File: config.mk
export PLATFORM = sky130hd
export DESIGN_NAME = seq_mul
export DESIGN_NICKNAME = d
export VERILOG_FILES = /design/src/rtl/mul_pkg.sv /design/src/rtl/mul_step.sv /design/src/rtl/seq_mul.sv
export SDC_FILE = /design/constraint.sdc
export NUM_CORES = 1
export LEC_CHECK = 0
export ABC_AREA = 1
export BUFFER_PORTS_ARGS = -buffer_cell sky130_fd_sc_hd__buf_2
export CAP_MARGIN = 0
export CORE_MARGIN = 2
export CORE_UTILIZATION = 35
export CTS_CLUSTER_DIAMETER = 30
export DETAILED_ROUTE_END_ITERATION = 8
export PLACE_DENSITY = 0.55
export SKIP_CTS_REPAIR_TIMING = 1
export SLEW_MARGIN = 20
export SYNTH_ARGS = -nofsm -noshare
export SYNTH_HDL_FRONTEND = slang
export SYNTH_HIERARCHICAL = 1
export SYNTH_SLANG_ARGS = --single-unit
export TNS_END_PERCENT = 1
File: constraint.sdc
create_clock -name clk -period 5.6 [get_ports clk]
set_input_delay 0.28 -clock clk [delete_from_list [all_inputs] [get_ports clk]]
set_output_delay 0.28 -clock clk [all_outputs]
set_load 0.02 [all_outputs]
File: src/rtl/mul_pkg.sv
`default_nettype none
// ============================================================================
// Module      : mul_pkg
// Description : Shared constants, op encodings and FSM states for the RV32M
//               sequential multiply unit.
// Revision    : 1.0 - initial release
// ============================================================================
package mul_pkg;

    localparam int XLEN = 32;

    // funct3[1:0] encodings of the multiply ops
    localparam logic [1:0] OP_MUL    = 2'b00;
    localparam logic [1:0] OP_MULH   = 2'b01;
    localparam logic [1:0] OP_MULHSU = 2'b10;
    localparam logic [1:0] OP_MULHU  = 2'b11;

    typedef enum logic [1:0] {
        IDLE = 2'd0,
        CALC = 2'd1,
        FIX  = 2'd2,
        DONE = 2'd3
    } state_t;

endpackage : mul_pkg
`default_nettype wire

File: src/rtl/mul_step.sv
`default_nettype none
// ============================================================================
// Module      : mul_step
// Description : One radix-2 shift-add iteration. Conditionally adds the
//               multiplicand into the upper accumulator half (33-bit sum with
//               carry kept), then shifts {carry, acc} and the multiplier right.
// Revision    : 1.0 - initial release
// ============================================================================
module mul_step #(
    parameter int XLEN = mul_pkg::XLEN
) (
    input  logic [2*XLEN-1:0] i_acc,
    input  logic [XLEN-1:0]   i_mcand,
    input  logic [XLEN-1:0]   i_mplier,
    output logic [2*XLEN-1:0] o_acc,
    output logic [XLEN-1:0]   o_mplier
);

    logic [XLEN:0] w_addend;
    logic [XLEN:0] w_sum;

    // Partial-product add on the upper half, then a one-bit right shift of the
    // whole {carry, acc} chain; the multiplier shifts in lockstep.
    always_comb begin
        w_addend = i_mplier[0] ? {1'b0, i_mcand} : '0;
        w_sum    = {1'b0, i_acc[2*XLEN-1:XLEN]} + w_addend;
        o_acc    = {w_sum, i_acc[XLEN-1:1]};
        o_mplier = {1'b0, i_mplier[XLEN-1:1]};
    end

endmodule : mul_step
`default_nettype wire

File: src/rtl/seq_mul.sv
`default_nettype none
// ============================================================================
// Module      : seq_mul
// Description : Multi-cycle RV32M multiply unit (MUL/MULH/MULHSU/MULHU).
//               Operands are converted to sign + magnitude at acceptance,
//               multiplied unsigned over 32 shift-add cycles, sign-fixed in
//               one cycle and returned over a valid/ready handshake.
// Revision    : 1.0 - initial release
// ============================================================================
module seq_mul #(
    parameter int XLEN = mul_pkg::XLEN
) (
    input  logic            clk,
    input  logic            rst_n,
    input  logic            in_valid,
    output logic            in_ready,
    input  logic [1:0]      op,
    input  logic [XLEN-1:0] a,
    input  logic [XLEN-1:0] b,
    input  logic            flush,
    output logic            out_valid,
    input  logic            out_ready,
    output logic [XLEN-1:0] result,
    output logic            busy
);

    import mul_pkg::*;

    localparam int                  c_cnt_w    = $clog2(XLEN);
    localparam logic [c_cnt_w-1:0]  c_cnt_last = c_cnt_w'(XLEN - 1);
    localparam logic [c_cnt_w-1:0]  c_cnt_one  = c_cnt_w'(1);
    localparam logic [XLEN-1:0]     c_one_x    = {{(XLEN-1){1'b0}}, 1'b1};
    localparam logic [2*XLEN-1:0]   c_one_2x   = {{(2*XLEN-1){1'b0}}, 1'b1};

    state_t              r_state;
    state_t              w_state_nxt;

    logic [1:0]          r_op;
    logic                r_sa;
    logic                r_sb;
    logic [XLEN-1:0]     r_mcand;
    logic [XLEN-1:0]     r_mplier;
    logic [2*XLEN-1:0]   r_acc;
    logic [c_cnt_w-1:0]  r_cnt;
    logic [XLEN-1:0]     r_result;

    logic                w_accept;
    logic                w_sa;
    logic                w_sb;
    logic [XLEN-1:0]     w_mag_a;
    logic [XLEN-1:0]     w_mag_b;
    logic [2*XLEN-1:0]   w_acc_step;
    logic [XLEN-1:0]     w_mplier_step;
    logic [2*XLEN-1:0]   w_prod;

    // Sign flags and magnitudes of the incoming operands; 0x80000000 negates
    // to itself, which reads as 2^31 when treated as unsigned.
    always_comb begin
        w_sa = 1'b0;
        w_sb = 1'b0;
        case (op)
            OP_MUL:    begin w_sa = 1'b0;        w_sb = 1'b0;        end
            OP_MULH:   begin w_sa = a[XLEN-1];   w_sb = b[XLEN-1];   end
            OP_MULHSU: begin w_sa = a[XLEN-1];   w_sb = 1'b0;        end
            OP_MULHU:  begin w_sa = 1'b0;        w_sb = 1'b0;        end
            default:   begin w_sa = 1'b0;        w_sb = 1'b0;        end
        endcase
        w_mag_a = w_sa ? (~a + c_one_x) : a;
        w_mag_b = w_sb ? (~b + c_one_x) : b;
    end

    mul_step #(
        .XLEN (XLEN)
    ) u_step (
        .i_acc    (r_acc),
        .i_mcand  (r_mcand),
        .i_mplier (r_mplier),
        .o_acc    (w_acc_step),
        .o_mplier (w_mplier_step)
    );

    // Sign fix-up of the unsigned magnitude product
    always_comb begin
        w_prod = (r_sa ^ r_sb) ? (~r_acc + c_one_2x) : r_acc;
    end

    // State register
    always_ff @(posedge clk) begin
        if (!rst_n) begin
            r_state <= IDLE;
        end else begin
            r_state <= w_state_nxt;
        end
    end

    // Next-state decode and handshake outputs; flush overrides every state
    always_comb begin
        w_state_nxt = r_state;
        in_ready    = 1'b0;
        out_valid   = 1'b0;
        busy        = 1'b0;
        w_accept    = 1'b0;
        case (r_state)
            IDLE: begin
                in_ready = 1'b1;
                if (in_valid && !flush) begin
                    w_accept    = 1'b1;
                    w_state_nxt = CALC;
                end
            end
            CALC: begin
                busy = 1'b1;
                if (r_cnt == c_cnt_last) begin
                    w_state_nxt = FIX;
                end
            end
            FIX: begin
                busy        = 1'b1;
                w_state_nxt = DONE;
            end
            DONE: begin
                busy      = 1'b1;
                out_valid = 1'b1;
                if (out_ready) begin
                    w_state_nxt = IDLE;
                end
            end
            default: begin
                w_state_nxt = IDLE;
            end
        endcase
        if (flush) begin
            w_state_nxt = IDLE;
        end
    end

    // Operand capture, shift-add iterations and result update
    always_ff @(posedge clk) begin
        if (!rst_n) begin
            r_op     <= OP_MUL;
            r_sa     <= 1'b0;
            r_sb     <= 1'b0;
            r_mcand  <= '0;
            r_mplier <= '0;
            r_acc    <= '0;
            r_cnt    <= '0;
            r_result <= '0;
        end else if (!flush) begin
            case (r_state)
                IDLE: begin
                    if (w_accept) begin
                        r_op     <= op;
                        r_sa     <= w_sa;
                        r_sb     <= w_sb;
                        r_mcand  <= w_mag_a;
                        r_mplier <= w_mag_b;
                        r_acc    <= '0;
                        r_cnt    <= '0;
                    end
                end
                CALC: begin
                    r_acc    <= w_acc_step;
                    r_mplier <= w_mplier_step;
                    r_cnt    <= r_cnt + c_cnt_one;
                end
                FIX: begin
                    r_result <= (r_op == OP_MUL) ? w_prod[XLEN-1:0]
                                                 : w_prod[2*XLEN-1:XLEN];
                end
                default: begin
                end
            endcase
        end
    end

    assign result = r_result;

endmodule : seq_mul
`default_nettype wire

==> flow_summary_export.csv <==
group,metric,value,unit
logic_synthesis,async_reset_ff_share,0,%
detailed_routing,drc,0,
place,gp_congestion,0.937,
logic_synthesis,synth_top_family_by_area,"simple AND/OR/NAND/NOR gates",
detailed_routing,initialDrtViolationCount,1026,
die,core_area,39900,um^2
final_layout,diodes,0,
grt,grt_pass1_wl,74400,um
logic_synthesis,synth-edff-count,0,
logic_synthesis,synth_fa_ha_area_share,3.92,%
detailed_routing,routedWlPerCell,16.0,um
final_layout,finalNetCount,2484,
clocking,tritoncts,"done",
timing,fin_crit,3.16,ns
detailed_routing,routed_wl,46400,um
clocking,h-tree-depth,4,
logic_synthesis,synth_nets,2506,
setup_path,reg2reg_slack,2.44,ns
timing,slew_headroom,27.1,%
power_and_ir_drop,comb_power_share,31.8,%
logic_synthesis,synthXorXnorAreaFrac,2.40,%
timing,min_period_over_period,56.4,%
timing,whs,0.0875,ns
setup_path,crit_family,"buffers and inverters",
grt,antenna_found_initial,0,
worst_hold_path,hold_start,"op[1]",
die,dieArea,42300,um^2
place,dpl.cell_count,2875,
timing,rsz0062_at_grt,"no",
power_and_ir_drop,swShare,38.4,%
power_and_ir_drop,net-switching-power,1.53,mW
die,die_y,206,um
setup_path,worstSetupPathType,"register to register",
final_layout,area_growth,7.15,%
timing,worst_pin_slew,1.09,ns
die,rows,73,
setup_path,arrival,3.50,ns
timing,finalHoldViolCount,0,
logic_synthesis,synthSimpleGateAreaFrac,36.0,%
clocking,cts_root_buffer,"clkbuf_16",
setup_path,cpPeakStageDelay,0.56,ns
final_layout,nFillCells,4466,
worst_hold_path,holdPathStages,3,
setup_path,cp.required,5.94,ns
die,pin_count,106,
logic_synthesis,synth_warnings,6,
setup_path,path_buf_inv,3,
logic_synthesis,yosysTopAreaCell,"dfxtp_1",
power_and_ir_drop,vdd_drop_max,0.229,mV
logic_synthesis,synth_compound_area_share,18.6,%
worst_hold_path,whs_endpoint,"r_op[1]",
setup_path,crit_start,"r_state[1]",
outcome,status,"completed",
logic_synthesis,synth.area.mux_share,0,%
logic_synthesis,synth_top_cell_area_share,24.1,%
clocking,clk_latency,0.46,ns
timing,fmax,316,MHz
logic_synthesis,ys_seq_elements,171,
setup_path,cp-end-kind,"register",
grt,grt_max_degree,111,
logic_synthesis,ys_types,51,
place,io_buffers,105,
detailed_routing,final_antenna_net_count,0,
power_and_ir_drop,p_leak,7.80,nW
detailed_routing,vias_per_cell,5.12,
power_and_ir_drop,power_density,262,nW/um^2
worst_hold_path,worstHoldPathType,"input port to register",
grt,overflow,0,
run,maxCapViolCount,0,
clocking,cts_buffers,17,
final_layout,stdcell_count,2906,
logic_synthesis,yosysSeqAreaShare,24.1,%
setup_path,crit_slowest_cell,"inv_1",
logic_synthesis,syn_area_per_cell,5.95,um^2
clocking,clock-sinks,171,
logic_synthesis,netlist_area,14200,um^2
setup_path,crit_top_cell,"inv_1",
setup_path,worstReg2RegEnd,"r_cnt[3]",
setup_path,start_kind,"register",
setup_path,crit_chain,"inv_1 -> ha_4 -> inv_2 -> a21oi_1 -> nand2_8 -> inv_1 -> nand4_1 -> xor2_1 -> nor2_1",
logic_synthesis,netlist_instances,2391,
logic_synthesis,ys.flop_type,"dfxtp_1",
setup_path,path_max_fanout,110,
power_and_ir_drop,intPower,2.46,mW
clocking,clock_path_buffers,2,
die,die_x,206,um
detailed_routing,via_count,14900,
timing,setup_violations,0,
power_and_ir_drop,seq_power_share,35.4,%
final_layout,layout-drive-gt1-share,9.95,%
place,dp_hpwl,36000,um
grt,grt_usage,22.3,%
timing,setup_tns,0,ns
detailed_routing,dr.pass1.iters,6,
power_and_ir_drop,clkPwrFrac,32.8,%
setup_path,rr_startpoint,"r_state[1]",
die,start_util,35.6,%
grt,grt_pass1_vias,13800,
timing,slew_viol_final,0,
logic_synthesis,synth_area_leaders,"dfxtp_1, nand2_1, inv_1",
clocking,clk_pin_slew_worst_paths,0.07,ns
timing,clock_skew,0.0158,ns
setup_path,reg2reg_depth,9,
## routing by layer
metal  GRT usage (%)  routed length [um]  up-vias
met1            30.4               22200     6822
met5               0                   0        -
met3            2.80                2000       60
li1                -                   -     7642
met4            6.94                1150        0
met2            36.4               21000      349
## area by class of cell
class                   instances  area (um^2)  area share [%]
clock buffers                  17          425            2.79
clock inverters                14          210            1.38
inverters                     323         1210            7.96
multi-input cells            1741         8710            57.1
flip-flops and latches        171         3420            22.5
well taps                     525          657            4.31
repair buffers                115          601            3.94
## registers in the layout, indices dropped and copies added, names as in the netlist
| signal | flops |
|---|---|
| r_acc | 64 |
| r_cnt | 5 |
| r_mcand | 32 |
| r_mplier | 32 |
| r_op | 2 |
| r_sa | 1 |
| r_sb | 1 |
| r_state | 2 |
| result | 32 |
## logic make-up after synthesis
logic type	Yosys count
adder cells (fa/ha/maj)	44
other	1
AO/OA/AOI/OAI	469
AND/OR/NAND/NOR	1188
flip-flops	171
buffers and inverters	479
XOR/XNOR	39
## cells in the mapped netlist (10+ instances only)
cell type	instances
clkbuf_1	44
dfxtp_1	171
buf_2	32
nand3_1	202
nor2_2	22
buf_4	71
inv_1	312
o21ai_1	11
a211oi_1	61
nor2_4	10
ha_1	43
o21ai_0	122
nand4_1	30
nand2_2	24
nor2_1	248
nand2_1	617
a31oi_1	13
o211ai_1	11
xor2_1	33
a21oi_1	219
nor3_1	11
## power by group through the flow
| stage | combinational [mW] | sequential, mW | clock [mW] |
|---|---|---|---|
| after CTS | 1.26 | 1.41 | 1.33 |
| after global routing | 1.42 | 1.42 | 1.37 |
| after detailed placement | 1.25 | 1.44 | 0 |
| after floorplan | 0.974 | 1.40 | 0 |
| final | 1.27 | 1.41 | 1.31 |
| after global placement | 1.24 | 1.44 | 0 |
## cell usage in the layout (no fill, tap or decap), types with 4 or more instances in the layout
cell type    n
nand2_1    616
inv_1      312
nor2_1     246
a21oi_1    219
nand3_1    202
dfxtp_1    170
o21ai_0    122
buf_2      105
a211oi_1    61
ha_1        42
xor2_1      33
nand4_1     30
nor2_2      24
nand2_2     24
clkbuf_16   17
a31oi_1     13
nor3_1      11
o21ai_1     11
o211ai_1    11
nor2_4      10
buf_4       10
inv_2        9
o21a_1       9
xnor2_1      6
o21bai_1     6
nand3_2      5
o21ai_2      5
inv_6        5
nand3b_1     4
bufinv_16    4
## metrics by stage
stage | worst slack, ns | util [%] | power, mW | cell area, um^2
finish | 2.44 | 38.2 | 3.99 | 15200
global route | 2.09 | 38.2 | 4.22 | 15200
CTS | 1.99 | 38.2 | 4.00 | 15200
detailed placement | 1.99 | 36.6 | 2.69 | 14600
global placement | 2.09 | 36.6 | 2.68 | 14600
floorplan | 3.52 | - | 2.38 | 14200
## worst max-delay path by stage
stage          cells after the start     endpoint
3_5_place_dp                       9     r_cnt[3]
4_1_cts                            9     r_cnt[3]
3_3_place_gp                       9     r_cnt[3]
2_1_floorplan                     15    r_acc[60]
5_1_grt                            8  r_mcand[12]
6_report                           9     r_cnt[3]
## worst register-to-register path, stage by stage (launching register included)
cell and delay (ns):
dfxtp_1 0.37, inv_1 0.12, ha_4 0.18, inv_2 0.51
a21oi_1 0.31, nand2_8 0.54, inv_1 0.58, nand4_1 0.23
xor2_1 0.17, nor2_1 0.06
(Power assumes the default switching activity.)
